`config.mk`:
```
export PLATFORM = sky130hd
export DESIGN_NAME = audio_sample_sink
export DESIGN_NICKNAME = d
export VERILOG_FILES = /design/src/rtl/audio_sample_sink_pkg.sv /design/src/rtl/sample_frame_serializer.sv /design/src/rtl/audio_sample_sink.sv
export SDC_FILE = /design/constraint.sdc
export NUM_CORES = 1
export LEC_CHECK = 0
export BUFFER_PORTS_ARGS = -buffer_cell sky130_fd_sc_hd__buf_2
export CORE_MARGIN = 5
export CORE_UTILIZATION = 62
export DETAILED_ROUTE_END_ITERATION = 6
export GPL_TIMING_DRIVEN = 0
export HOLD_SLACK_MARGIN = 0.06
export PLACE_DENSITY = 0.84
export SETUP_SLACK_MARGIN = 0.3
export SLEW_MARGIN = 25
export SYNTH_ARGS = -nofsm -noshare
export SYNTH_HDL_FRONTEND = slang
export SYNTH_HIERARCHICAL = 1
export SYNTH_SLANG_ARGS = --single-unit
```
`constraint.sdc`:
```
create_clock -name clk -period 7.9 [get_ports clk]
set_input_delay 1.185 -clock clk [delete_from_list [all_inputs] [get_ports clk]]
set_output_delay 1.185 -clock clk [all_outputs]
set_load 0.02 [all_outputs]
```
`src/rtl/audio_sample_sink_pkg.sv`:
```
// audio_sample_sink_pkg: shared audio widths and serializer state encoding
package audio_sample_sink_pkg;
  localparam int SAMPLE_W = 16;
  localparam int FRAME_BITS = 32;
  typedef enum logic {IDLE, SHIFT} ser_state_t;
endpackage

```
`src/rtl/sample_frame_serializer.sv`:
```
// sample_frame_serializer: shifts {sample, sample} out MSB first as a left-justified 2x16-bit frame
module sample_frame_serializer
  import audio_sample_sink_pkg::*;
#(
  parameter int BCLK_DIV = 16
) (
  input  logic                clk,
  input  logic                reset,
  input  logic                load,
  input  logic [SAMPLE_W-1:0] load_data,
  output logic                bclk,
  output logic                lrclk,
  output logic                sdata,
  output logic                busy,
  output logic                done
);
  localparam int DW = BCLK_DIV > 1 ? $clog2(BCLK_DIV) : 1;
  localparam int BW = $clog2(FRAME_BITS);
  ser_state_t state, state_nx;
  logic [DW-1:0] div;
  logic [BW-1:0] bitn;
  logic [FRAME_BITS-1:0] sh;
  logic phase, div_end;
  assign div_end = div == DW'(BCLK_DIV - 1);
  assign busy = state == SHIFT;
  assign done = busy && phase && div_end && bitn == BW'(FRAME_BITS - 1);
  assign bclk = busy & phase;
  assign lrclk = busy & bitn[BW-1];
  assign sdata = busy & sh[FRAME_BITS-1];
  always_comb begin
    state_nx = state;
    state_nx = load ? SHIFT : done ? IDLE : state;
  end
  always_ff @(posedge clk) begin
    if (reset) state <= IDLE;
    else state <= state_nx;
  end
  // phase is the bclk level; a bit period ends when the high half expires
  always_ff @(posedge clk) begin
    if (reset) begin
      div <= '0;
      phase <= 1'b0;
      bitn <= '0;
      sh <= '0;
    end else if (load) begin
      div <= '0;
      phase <= 1'b0;
      bitn <= '0;
      sh <= {load_data, load_data};
    end else if (busy) begin
      div <= div_end ? '0 : div + 1'b1;
      if (div_end) phase <= ~phase;
      if (div_end && phase) begin
        bitn <= bitn + 1'b1;
        sh <= sh << 1;
      end
    end
  end
endmodule

```
`src/rtl/audio_sample_sink.sv`:
```
// audio_sample_sink: sample-rate pacer, delayed capture and serial frame output with overrun detect
module audio_sample_sink
  import audio_sample_sink_pkg::*;
#(
  parameter int CLKS_PER_SAMPLE = 2083,
  parameter int CAPTURE_DELAY = 2,
  parameter int BCLK_DIV = 16
) (
  input  logic                clk,
  input  logic                reset,
  input  logic [SAMPLE_W-1:0] sample_in,
  output logic                new_sample_ready,
  output logic [SAMPLE_W-1:0] held_sample,
  output logic                bclk,
  output logic                lrclk,
  output logic                sdata,
  output logic                frame_busy,
  output logic                overrun_err
);
  localparam int PW = $clog2(CLKS_PER_SAMPLE);
  localparam int CW = $clog2(CAPTURE_DELAY + 1);
  logic [PW-1:0] pcnt;
  logic [CW-1:0] dcnt;
  logic [SAMPLE_W-1:0] hold;
  logic pending, capture, load, done;
  assign capture = dcnt == CW'(1);
  assign held_sample = hold;
  // at frame end a pending sample goes out first, so a same-cycle capture just refills hold
  assign load = (capture && (!frame_busy || done)) || (done && pending);
  always_ff @(posedge clk) begin
    if (reset) begin
      pcnt <= '0;
      new_sample_ready <= 1'b0;
      dcnt <= '0;
      hold <= '0;
      pending <= 1'b0;
      overrun_err <= 1'b0;
    end else begin
      pcnt <= pcnt == PW'(CLKS_PER_SAMPLE - 1) ? '0 : pcnt + 1'b1;
      new_sample_ready <= pcnt == PW'(CLKS_PER_SAMPLE - 1);
      dcnt <= new_sample_ready ? CW'(CAPTURE_DELAY) : dcnt != '0 ? dcnt - 1'b1 : dcnt;
      if (capture) hold <= sample_in;
      if (done && pending) pending <= capture;
      else if (capture && frame_busy && !done) begin
        pending <= 1'b1;
        if (pending) overrun_err <= 1'b1;
      end
    end
  end
  sample_frame_serializer #(.BCLK_DIV(BCLK_DIV)) u_ser (
    .clk(clk),
    .reset(reset),
    .load(load),
    .load_data(done && pending ? hold : sample_in),
    .bclk(bclk),
    .lrclk(lrclk),
    .sdata(sdata),
    .busy(frame_busy),
    .done(done)
  );
endmodule

```
**After elaboration in Yosys (flattened, before gate mapping)**

Cells that the tools add are included.

- Magnitude comparators: 0
- $mul: 0
- $add $sub $neg: 4
- Multiplexer cells: 11
- Bitwise gates (word level): 5
- Shifts and indexed selects: 0
- Reduce and logical (&&, ||, !) cells: 25
- Eq/ne operators: 4
- Div/mod/pow operators: 0

Operators by type and width:

| operator | number |
|---|---|
| $mux 32 | 3 |
| $mux 16 | 1 |
| $add 12x1->12 const B | 1 |
| $eq 12x12->1 const B | 1 |
| $reduce_bool 2->1 | 6 |
| $logic_and 1x1->1 | 8 |
| $reduce_and 2->1 | 3 |
| $reduce_or 2->1 | 3 |
| $add 5x1->5 const B | 1 |
| $eq 5x5->1 const B | 1 |
| $add 4x1->4 const B | 1 |
| $eq 4x4->1 const B | 1 |
| $mux 1 | 4 |
| $mux 2 | 2 |
| $mux 4 | 1 |
| $and 1x1->1 | 3 |
| $reduce_and 3->1 | 1 |
| $eq 2x1->1 const B | 1 |
| $logic_not 1->1 | 2 |
| $logic_or 1x1->1 | 2 |
| $not 1->1 | 2 |
| $sub 2x1->2 const B | 1 |

- Bits in latches: 0
- Register bits: 76
- Memory bits (writable): 0
- Input port bits: 18
- Memories kept: 0
- Logic and storage cells: 61
- Bits in read-only memories: 0

**Longest topological paths before layout**

Gate-level depths: netlist of the first run.

- Word-level depth: 8
- Gate-level depth with buffers: 13
- Gate-level depth less buffers: 10

**Modules after synthesis**

The synthesis of the first run kept the hierarchy.

By module, submodules not included:

| module | seq. area each (sq um) | instances | area an instance (sq um) | cells each |
|---|---|---|---|---|
| sample_frame_serializer | 860.8 | 1 | 1996.9 | 220 |
| audio_sample_sink | 660.6 | 1 | 1470.2 | 167 |

**Worst setup path after synthesis of the first run**

OpenSTA, ideal clock, no wires.

- Path kind: register to register
- From: register u_ser.div[0]
- To: register u_ser.sh[16]
- Period minus slack after synthesis: 2753 ps
- Path buffers: 5
- Slack: 5147 ps
- Arrival time: 2658 ps
- Stages on the path, launching flop included: 13
- Path through: dfxtp_1 > ha_1 > nand4_2 > buf_6 > buf_2 > nor2_1 > nand2_1 > buf_2 > a21oi_1 > buf_2 > clkbuf_1 > a31oi_1 > a221oi_1

- Cells in the longest elaborated chain, start to end: 8
- Elaborated cells between the ends (all ways): 13
- Classes of those cells: 1 x eq/ne; 2 x mux; 10 x reduce/logical

RTL lines:

| item | RTL line | RTL |
|---|---|---|
| start: declaration | sample_frame_serializer.sv:20 | `logic [DW-1:0] div;` |
| start signal: assignment | sample_frame_serializer.sv:51 | `div <= div_end ? '0 : div + 1'b1;` |
| $eq 4x4->1 (*) | sample_frame_serializer.sv:24 | `assign div_end = div == DW'(BCLK_DIV - 1);` |
| $logic_and 1x1->1 (*) (2 in a row) | sample_frame_serializer.sv:26 | `assign done = busy && phase && div_end && bitn == BW'(FRAME_BITS - 1);` |
| named net done | audio_sample_sink.sv:25 | `logic pending, capture, load, done;` |
| $logic_or 1x1->1 | audio_sample_sink.sv:29 | `assign load = (capture && (!frame_busy \|\| done)) \|\| (done && pending);` |
| $logic_and 1x1->1 | audio_sample_sink.sv:29 |  |
| $logic_or 1x1->1 (*) | audio_sample_sink.sv:29 |  |
| named net load | audio_sample_sink.sv:25 |  |
| $reduce_bool 2->1 (no source line) | -- |  |
| $reduce_and 2->1 (no source line) | -- |  |
| end signal: assignment | sample_frame_serializer.sv:49 | `sh <= {load_data, load_data};` |
| end signal: assignment | sample_frame_serializer.sv:55 | `sh <= sh << 1;` |
| end: declaration | sample_frame_serializer.sv:22 | `logic [FRAME_BITS-1:0] sh;` |

Mark *: on every way through the listed nets, which the timed path passes. The rest lies on a longest branch.
A chain may end at the register's enable or synchronous reset.

**Worst setup path after layout of the first run**

- From: register u_ser.div[0]
- To: register u_ser.sh[2]

Same word-level chain as after synthesis.

==> metrics.yaml, run 1 <==
outcome:
  outcome: "complete, no violations"
power:
  ir_drop_uv: 118
  power.share.switching_pct: 22.8
  intPower_uw: 533
  power.leakage_nw: 1.73
  p_sw_uw: 158
  sequentialPowerShare_pct: 55.8
  clock_power_share_pct: 40.5
  powerDensity_mw_per_mm2: 175
  p_comb_share_pct: 3.7
timing:
  worst_pin_slew_ns: 0.530
  drv_slew: 0
  clock.fmax_mhz: 285
  finalCriticalPeriod_ns: 3.51
  hold_viol: 0
  finClkSkew_ns: 0.00856
  relSlewSlack_pct: 64.7
  rsz0062_at_grt: "false"
  setup_viol: 0
  fin_setup_tns_ns: 0
  min_period_over_period_pct: 44.4
cts:
  cts_setup_buffers: 0
  hold_buffers: 0
  cts.path.max_buffers: 2
  cts_buffers: 9
  root_buffer: "clkbuf_8"
  htreeDepth: 3
  path_clk_slew_ns: 0.08
  worst_skew_pair.late_latency_ns: 0.35
  cts_tree: "yes"
  cts.sinks: 76
  cts.repair.resized: 0
logic_synthesis:
  netlist_instances: 387
  synth_edf_count: 0
  async_reset_ff_share_pct: 0
  yosys.area.top_type: "dfxtp_1"
  seq_area_frac_synth_pct: 43.9
  synth_nets: 410
  synth_xor_area_share_pct: 1.01
  synth_ff_type: "dfxtp_1"
  yosysTopAreaCellShare_pct: 43.9
  yosysMostFrequentCell: "dfxtp_1"
  synth-seq-cells: 76
  synth_top_family_by_area: "compound AO/OA/AOI/OAI gates"
  synth_fa_ha_area_share_pct: 1.80
  muxShareOfSynthArea_pct: 5.49
  synth-simple-area-share_pct: 20.1
  synthTopCellsByArea: "dfxtp_1 (44%), o311a_1 (8.7%), a21oi_1 (7.1%), or4_1 (6.5%), mux2_2 (5.2%)"
  synth_warnings: 6
  syn_area_per_cell_sq_um: 8.96
  synthTopCellsByCount: "dfxtp_1 (76), a21oi_1 (49), nand2_1 (44)"
  yosysUniqueCellTypes: 45
  synth_compound_area_share_pct: 20.6
  netlist_area_sq_mm: 0.00347
placement:
  hpwl_microns: 5890
  io_buffers: 39
  place_area_sq_mm: 0.00375
  place_congestion: 0.816
drt:
  routed_wl_microns: 8440
  vias_per_cell: 6.18
  vias: 3176
  wl_per_cell_microns: 16.4
  drtPass1Iterations: 4
  drtIter0Drc: 175
  postRouteAntennaNets: 0
  drc: 0
final_layout:
  design_area_sq_mm: 0.00394
  drive_above_1_share_pct: 21.5
  antenna_cells: 0
  num-nets-final: 460
  syn2layout_area_growth_pct: 13.6
worst_setup_path:
  end_kind: "register"
  arrival_ns: 3.74
  path_class: "register to register"
  cp_data_required_time_ns: 8.13
  reg2reg_slack_ns: 4.39
  cp-start-kind: "register"
  path_max_fanout: 10
global_routing:
  grt_usage_pct: 24.1
  antenna_found_initial: 0
  grt_max_degree: 13
  grt_pass1_vias: 3037
  grt_pass1_wl_microns: 14000
  grt-ovfl-total: 0
floorplanning:
  chipWidth_microns: 84.8
  dieArea_sq_mm: 0.00719
  core_area_sq_mm: 0.00547
  row_count: 27
  die_y_microns: 84.8
  start_util_pct: 63.4
  io_pins: 40
hold_path:
  hold_path_class: "register to register"
job:
  maxCapViolCount: 0
-- placed cells by master, fill, tap and decap left out, types with 2 or more instances in the layout --
master and count:
clkinv_2 3, buf_1 2, inv_1 21, buf_6 3
o31ai_1 5, nand4_1 2, nand2_1 44, nand3_1 10
nand2b_1 2, nor2_1 16, and3_1 2, o21ai_0 11
a31oi_1 2, o311a_1 30, clkbuf_1 16, or4_1 30
or3_1 3, clkbuf_8 12, nor4b_1 2, xor2_1 3
nor2b_1 3, mux2_2 16, ha_1 5, dfxtp_1 76
a21oi_1 49, and2_1 3, buf_2 50
-- layout make-up --
| class | instances | area, sq um |
|---|---|---|
| timing repair buffer | 39 | 195 |
| fill | 461 | 1530 |
| sequential | 76 | 1520 |
| clock inverter | 4 | 22.5 |
| clock buffer | 12 | 165 |
| tap | 72 | 90.1 |
| multi-input combinational | 256 | 1700 |
| inverter | 22 | 82.6 |
| buffer | 33 | 164 |
-- through the flow --
step | util [%] | cells | power, mW | setup slack (ns) | hold WS (ns)
floorplan | - | 387 | 0.409 | 5.15 | 0.430
global placement | 68.6 | 498 | 0.419 | 4.50 | 0.442
detailed placement | 68.6 | 498 | 0.419 | 4.47 | 0.458
CTS | 72.0 | 514 | 0.693 | 4.44 | 0.469
global route | 72.0 | 514 | 0.716 | 4.09 | 0.491
finish | 72.0 | 514 | 0.690 | 4.39 | 0.467
-- flip-flops by register name, summed over array words and instances (netlist names) --
name / cells
u_ser/phase: 1
held_sample: 16
u_ser/div: 4
pending: 1
u_ser/bitn: 5
new_sample_ready: 1
pcnt: 12
dcnt: 2
u_ser/busy: 1
overrun_err: 1
u_ser/sh: 32
-- power groups by stage --
| stage | sequential, mW | clock [mW] | combinational, mW |
|---|---|---|---|
| floorplan | 0.394 | 0 | 0.0149 |
| global placement | 0.394 | 0 | 0.0244 |
| detailed placement | 0.394 | 0 | 0.0247 |
| CTS | 0.385 | 0.283 | 0.0249 |
| global route | 0.386 | 0.302 | 0.0281 |
| finish | 0.385 | 0.280 | 0.0252 |
-- logic make-up after synthesis --
family / after synthesis
simple gates: 126
xor+xnor: 4
buf+inv: 55
flops: 76
mux: 17
fa+ha+maj: 5
compound gates: 104
-- per-layer routing --
layer / track usage [%] / part of all wire [%]
met1: 30.7 / 45
met5: 0 / 0
met3: 3.93 / 5.4
met2: 38.6 / 47
met4: 13.7 / 3.0
-- worst paths after layout --
path | from | end | cells after the start
worst max-delay path | u_ser/div[0] | u_ser/sh[2] | 12
worst min-delay path | new_sample_ready | dcnt[0] | 1
worst max register to register | u_ser/div[0] | u_ser/sh[2] | 12
worst min register to register | new_sample_ready | dcnt[0] | 1
-- worst max-delay path: stages, from the launching register on --
cell and delay, ns:
dfxtp_1 0.39, ha_1 0.27, nand4_2 0.21, buf_6 0.19
buf_2 0.17, nor2_1 0.20, nand2_1 0.25, buf_2 0.29
a21oi_1 0.33, buf_2 0.27, clkbuf_1 0.41, a21oi_1 0.22
o311a_1 0.18
Power figures use the tool's default switching activity.
==> run 2, diff against run 1 <==
--- a/config.mk
+++ b/config.mk
@@ -5,13 +5,14 @@
 export SDC_FILE = /design/constraint.sdc
 export NUM_CORES = 1
 export LEC_CHECK = 0
+export ABC_AREA = 1
 export BUFFER_PORTS_ARGS = -buffer_cell sky130_fd_sc_hd__buf_2
 export CORE_MARGIN = 5
-export CORE_UTILIZATION = 62
+export CORE_UTILIZATION = 58
 export DETAILED_ROUTE_END_ITERATION = 6
 export GPL_TIMING_DRIVEN = 0
 export HOLD_SLACK_MARGIN = 0.06
-export PLACE_DENSITY = 0.84
+export PLACE_DENSITY = 0.79
 export SETUP_SLACK_MARGIN = 0.3
 export SLEW_MARGIN = 25
 export SYNTH_ARGS = -nofsm -noshare
==> constraint.sdc (replaced) <==
create_clock -name clk -period 3.3 [get_ports clk]
set_input_delay 0.495 -clock clk [delete_from_list [all_inputs] [get_ports clk]]
set_output_delay 0.495 -clock clk [all_outputs]
set_load 0.02 [all_outputs]
==> run 2 against run 1 <==
Sequential cell count did not move. Power up 150%. Register-to-register slack lost 3.7 ns.
==> metrics.yaml, run 2 <==
global_routing:
  grt-ovfl-total: 0
  grt_usage_pct: 20.7
  grt_pass1_wl_microns: 14000
  grt_pass1_vias: 3144
  grt_max_degree: 15
  antenna_found_initial: 0
logic_synthesis:
  synth_nets: 538
  synthTopCellsByCount: "nor2_1 (121), nand2_1 (119), dfxtp_1 (76)"
  synth_edf_count: 0
  netlist_area_sq_mm: 0.00370
  yosysMostFrequentCell: "nor2_1"
  synthTopCellsByArea: "dfxtp_1 (41%), nor2_1 (12%), nand2_1 (12%), a21oi_1 (5.1%), mux2_2 (4.9%)"
  seq_area_frac_synth_pct: 41.2
  yosysTopAreaCellShare_pct: 41.2
  yosysUniqueCellTypes: 35
  async_reset_ff_share_pct: 0
  yosys.area.top_type: "dfxtp_1"
  synth_ff_type: "dfxtp_1"
  synth_warnings: 6
  synth-seq-cells: 76
  syn_area_per_cell_sq_um: 7.18
  netlist_instances: 515
cts:
  cts.repair.resized: 0
  hold_buffers: 0
  path_clk_slew_ns: 0.09
  cts.path.max_buffers: 2
  cts.sinks: 76
  cts_setup_buffers: 0
  worst_skew_pair.late_latency_ns: 0.36
  root_buffer: "clkbuf_8"
  cts_tree: "yes"
  htreeDepth: 3
  cts_buffers: 9
final_layout:
  num-nets-final: 588
  mostFrequentLayoutCells: "nor2_1 (121), nand2_1 (119), dfxtp_1 (76), buf_2 (45), a21oi_1 (38)"
  final_common_cell: "nor2_1"
  largest_reg_flops: 32
  finish.utilization_pct: 66.7
  syn2layout_area_growth_pct: 13.3
  antenna_cells: 0
  drive_above_1_share_pct: 21.1
  regMostFlops: "u_ser/sh"
timing:
  hold_ws_ns: 0.376
  min_period_over_period_pct: 80.5
  finClkSkew_ns: 0.0126
  worst_pin_slew_ns: 0.453
  finalCriticalPeriod_ns: 2.66
  hold_viol: 0
  drv_slew: 0
  rsz0062_at_grt: "false"
  fin_setup_tns_ns: 0
  setup_viol: 0
  clock.fmax_mhz: 376
  relSlewSlack_pct: 69.8
placement:
  place_congestion: 0.814
  io_buffers: 39
  hpwl_microns: 5940
hold_path:
  hold_path_class: "primary input to register"
  hp-start: "sample_in[8]"
worst_setup_path:
  path_class: "register to register"
  cp-start-kind: "register"
  end_kind: "register"
  path_max_fanout: 10
  reg2reg_from: "u_ser/bitn[0]"
  cp-startpoint: "u_ser/bitn[0]"
  arrival_ns: 2.91
  cp_data_required_time_ns: 3.55
power:
  totalPowerFinal_mw: 1.71
  ir_drop_uv: 292
  powerDensity_mw_per_mm2: 409
  power.leakage_nw: 1.90
drt:
  drtPass1Iterations: 5
  wl_per_cell_microns: 12.7
  routed_wl_microns: 8240
  drc: 0
  postRouteAntennaNets: 0
  drtIter0Drc: 255
  vias: 3359
  vias_per_cell: 5.19
floorplanning:
  start_util_pct: 58.9
  io_pins: 40
  row_count: 29
  core_area_sq_mm: 0.00628
  die_y_microns: 89.8
  chipWidth_microns: 89.8
  dieArea_sq_mm: 0.00807
outcome:
  outcome: "complete, no violations"
job:
  maxCapViolCount: 0
==> run 2: critical path: stages, from the launching register on <==
cell and delay, ns:
dfxtp_1 0.39, ha_1 0.20, and3_1 0.18, ha_1 0.15, nand3_1 0.12, inv_1 0.12, nand2_2 0.16, buf_6 0.20
a21oi_1 0.13, buf_2 0.23, inv_2 0.11, buf_2 0.21, a21oi_1 0.18, nand2_1 0.08, nand2_1 0.06, nor2_1 0.04
==> run 2: logic make-up after synthesis <==
kind of cell | Yosys count | synth area share (%)
XOR/XNOR | 6 | 1.42
flip-flops | 76 | 41.2
buffers and inverters | 64 | 8.66
AND/OR/NAND/NOR | 279 | 31.8
multiplexers | 16 | 4.87
adder cells (fa/ha/maj) | 5 | 1.69
AO/OA/AOI/OAI | 69 | 10.4
==> run 2: report_power, final <==
group	internal, mW	switching, mW	leakage, nW	total (mW)
registers	0.919	0.00410	0.612	0.923
clock network	0.353	0.370	0.0923	0.723
logic	0.0279	0.0367	1.19	0.0646
total	1.30	0.411	1.90	1.71
==> run 2: worst paths after layout <==
path	cells after the start	to	slack (ns)
setup / recovery	15	u_ser/sh[10]	0.64
hold / removal	3	held_sample[8]	0.38
hold reg to reg	1	dcnt[0]	0.44
setup reg to reg	15	u_ser/sh[10]	0.64
==> run 2: final cells by class <==
class / count / area [sq um]
Clock inverter: 7 / 75.1
Timing Repair Buffer: 39 / 195
Sequential cell: 76 / 1520
Buffer: 21 / 159
Fill cell: 540 / 2090
Inverter: 43 / 161
Multi-Input combinational cell: 375 / 1860
Tap cell: 77 / 96.3
Clock buffer: 9 / 124
==> run 2: metal layers <==
layer	track usage (%)	up-vias	share of wire [%]
met3	3.92	25	5.4
met4	9.45	0	2.7
met2	33.2	103	46
li1	-	1717	-
met5	0	-	0
met1	26.8	1514	46
==> run 2: through the flow <==
step | cell area (sq um) | std cells | worst slack, ns
after global placement | 3990 | 631 | 0.738
final | 4190 | 647 | 0.642
after floorplan | 3700 | 515 | 1.12
after CTS | 4190 | 647 | 0.665
after detailed placement | 3990 | 631 | 0.701
after global routing | 4190 | 647 | 0.408
==> run 3, diff against run 2 <==
--- a/config.mk
+++ b/config.mk
@@ -5,7 +5,7 @@
 export SDC_FILE = /design/constraint.sdc
 export NUM_CORES = 1
 export LEC_CHECK = 0
-export ABC_AREA = 1
+export ABC_AREA = 0
 export BUFFER_PORTS_ARGS = -buffer_cell sky130_fd_sc_hd__buf_2
 export CORE_MARGIN = 5
 export CORE_UTILIZATION = 58
==> constraint.sdc (replaced) <==
create_clock -name clk -period 2.49 [get_ports clk]
set_input_delay 0.3735 -clock clk [delete_from_list [all_inputs] [get_ports clk]]
set_output_delay 0.3735 -clock clk [all_outputs]
set_load 0.02 [all_outputs]
==> run 3 against run 2 <==
Power is 25% higher. Sequential share of layout area is 3.1 points lower. Largest cell class unchanged. Critical path depth is 3 lower. Final cell count is 15% lower. Sequential power is 32% higher. Sequential cell count stayed put. Fmax is 16% higher. Critical path type unchanged. Clock-buffer cell count is 3 higher. Wire length is 27% higher. Hold slack worse by 0.11 ns.
==> metrics.yaml, run 3 (synthesized netlist as in run 1, its figures left out) <==
outcome:
  outcome: "complete, no violations"
timing:
  relSlewSlack_pct: 57.3
  hold_viol: 0
  rsz0062_at_grt: "true"
  worst_pin_slew_ns: 0.640
  hold_ws_ns: 0.263
  finalCriticalPeriod_ns: 2.30
  setup_viol: 0
  finClkSkew_ns: 0.0139
  clock.fmax_mhz: 435
  drv_slew: 0
  min_period_over_period_pct: 92.4
  finalWorstSetupSlack_ns: 0.190
power:
  clock_power_share_pct: 38.3
  intPower_mw: 1.64
  totalPowerFinal_mw: 2.14
  power.share.switching_pct: 23.4
  p_sw_uw: 499
  ir_drop_uv: 392
  power.leakage_nw: 2.00
  powerDensity_mw_per_mm2: 463
  p_comb_share_pct: 4.6
  sequentialPowerShare_pct: 57.1
global_routing:
  antenna_found_initial: 0
  grt-ovfl-total: 0
  grt_max_degree: 12
  grt_usage_pct: 27.9
  grt_pass1_wl_microns: 16500
  grt_pass1_vias: 3433
placement:
  place_congestion: 0.860
  io_buffers: 39
  hpwl_microns: 5970
  place_area_sq_mm: 0.00386
  pre_cts_ws_ns: -0.107
worst_setup_path:
  arrival_ns: 2.55
  reg2reg_from: "u_ser/bitn[0]"
  path_class: "register to register"
  cp_data_required_time_ns: 2.74
  reg2reg_depth: 12
  reg2reg_slack_ns: 0.19
  path_max_fanout: 7
  cp-start-kind: "register"
  end_kind: "register"
  rr_endpoint: "u_ser/sh[19]"
  cp-startpoint: "u_ser/bitn[0]"
hold_path:
  hp-start: "sample_in[3]"
  hold_path_class: "primary input to register"
  hold_depth: 3
  hold_end: "held_sample[3]"
cts:
  path_clk_slew_ns: 0.09
  cts.path.max_buffers: 2
  htreeDepth: 3
  cts.sinks: 76
  worst_skew_pair.late_latency_ns: 0.35
  hold_buffers: 0
  root_buffer: "clkbuf_8"
  cts_buffers: 9
  cts_tree: "yes"
floorplanning:
  die_y_microns: 87.3
  io_pins: 40
  core_area_sq_mm: 0.00585
  start_util_pct: 59.3
  chipWidth_microns: 87.3
  row_count: 28
  dieArea_sq_mm: 0.00762
final_layout:
  drive_above_1_share_pct: 36.9
  regMostFlops: "u_ser/sh"
  syn2layout_area_growth_pct: 33.1
  antenna_cells: 0
  final_common_cell: "dfxtp_1"
  largest_reg_flops: 32
  design_area_sq_mm: 0.00461
  mostFrequentLayoutCells: "dfxtp_1 (71), buf_2 (46), nand2_1 (42), a21oi_1 (36), o311a_1 (30)"
  num-nets-final: 494
drt:
  routed_wl_microns: 10400
  drtIter0Drc: 293
  postRouteAntennaNets: 0
  vias: 3492
  drtPass1Iterations: 5
  wl_per_cell_microns: 19.0
  drc: 0
  vias_per_cell: 6.36
job:
  maxCapViolCount: 0
[run 3: changes by cell type in the layout (fill, tap and decap cells not counted), sizes merged, moves of 5 or more]
cell    change
o311a      +30
o21ai      -10
nor2      -117
or4        +31
nand2      -80
clkbuf     +16
inv        -22
buf        +32
a21oi       +9
o31ai       +5
[run 3: area by class of cell]
cell class	count	area, sq um
repair buffers	72	512
clock buffers	12	145
fillers	384	1240
plain buffers	33	315
flip-flops and latches	76	1530
clock inverters	2	12.5
well taps	75	93.8
multi-input cells	257	1920
inverters	22	85.1
[run 3: worst max path at each step]
stage,end,slack [ns],depth (start not counted)
finish,u_ser/sh[19],0.19,12
global route,u_ser/sh[16],0.12,12
CTS,u_ser/sh[19],0.25,11
detailed placement,u_ser/sh[3],-0.11,11
global placement,u_ser/sh[1],-0.08,11
floorplan,u_ser/sh[27],0.32,11
[run 3: critical path, stage by stage (launching register included)]
cell and delay (ns):
dfxtp_2 0.36, ha_4 0.14, and3_4 0.19, ha_4 0.13
nand2_4 0.06, nor2_4 0.17, nand2_4 0.08, buf_12 0.13
a21oi_4 0.31, buf_8 0.20, clkbuf_16 0.16, a21oi_1 0.10
o311a_1 0.18
[run 3: metrics by stage]
stage / TNS (ns) / utilization [%] / cells
after floorplan: 0 / - / 387
after global placement: -1.11 / 66.0 / 501
after detailed placement: -1.32 / 66.0 / 501
after CTS: 0 / 76.0 / 545
after global routing: 0 / 78.8 / 549
final: 0 / 78.8 / 549
[run 3: power by group through the flow]
stage,logic [mW],clock network (mW),registers [mW]
after floorplan,0.0495,0,1.25
after global placement,0.0791,0,1.25
after detailed placement,0.0804,0,1.25
after CTS,0.0862,0.822,1.22
after global routing,0.108,0.886,1.22
final,0.0986,0.818,1.22
[run 3: what timing repair did]
action                     CTS  global route
gates resized for setup     43            39
cloned                       6             1
setup endpoints to repair   43            43
pin swaps                   26            24
buffers inserted            24             3
[run 3: per-layer routing]
| metal | part of all wire, % | track usage, % | vias up |
|---|---|---|---|
| li1 | - | - | 1595 |
| met1 | 40 | 34.5 | 1669 |
| met2 | 48 | 46.6 | 183 |
| met3 | 7.1 | 4.82 | 45 |
| met4 | 4.2 | 13.8 | 0 |
| met5 | 0 | 0 | - |
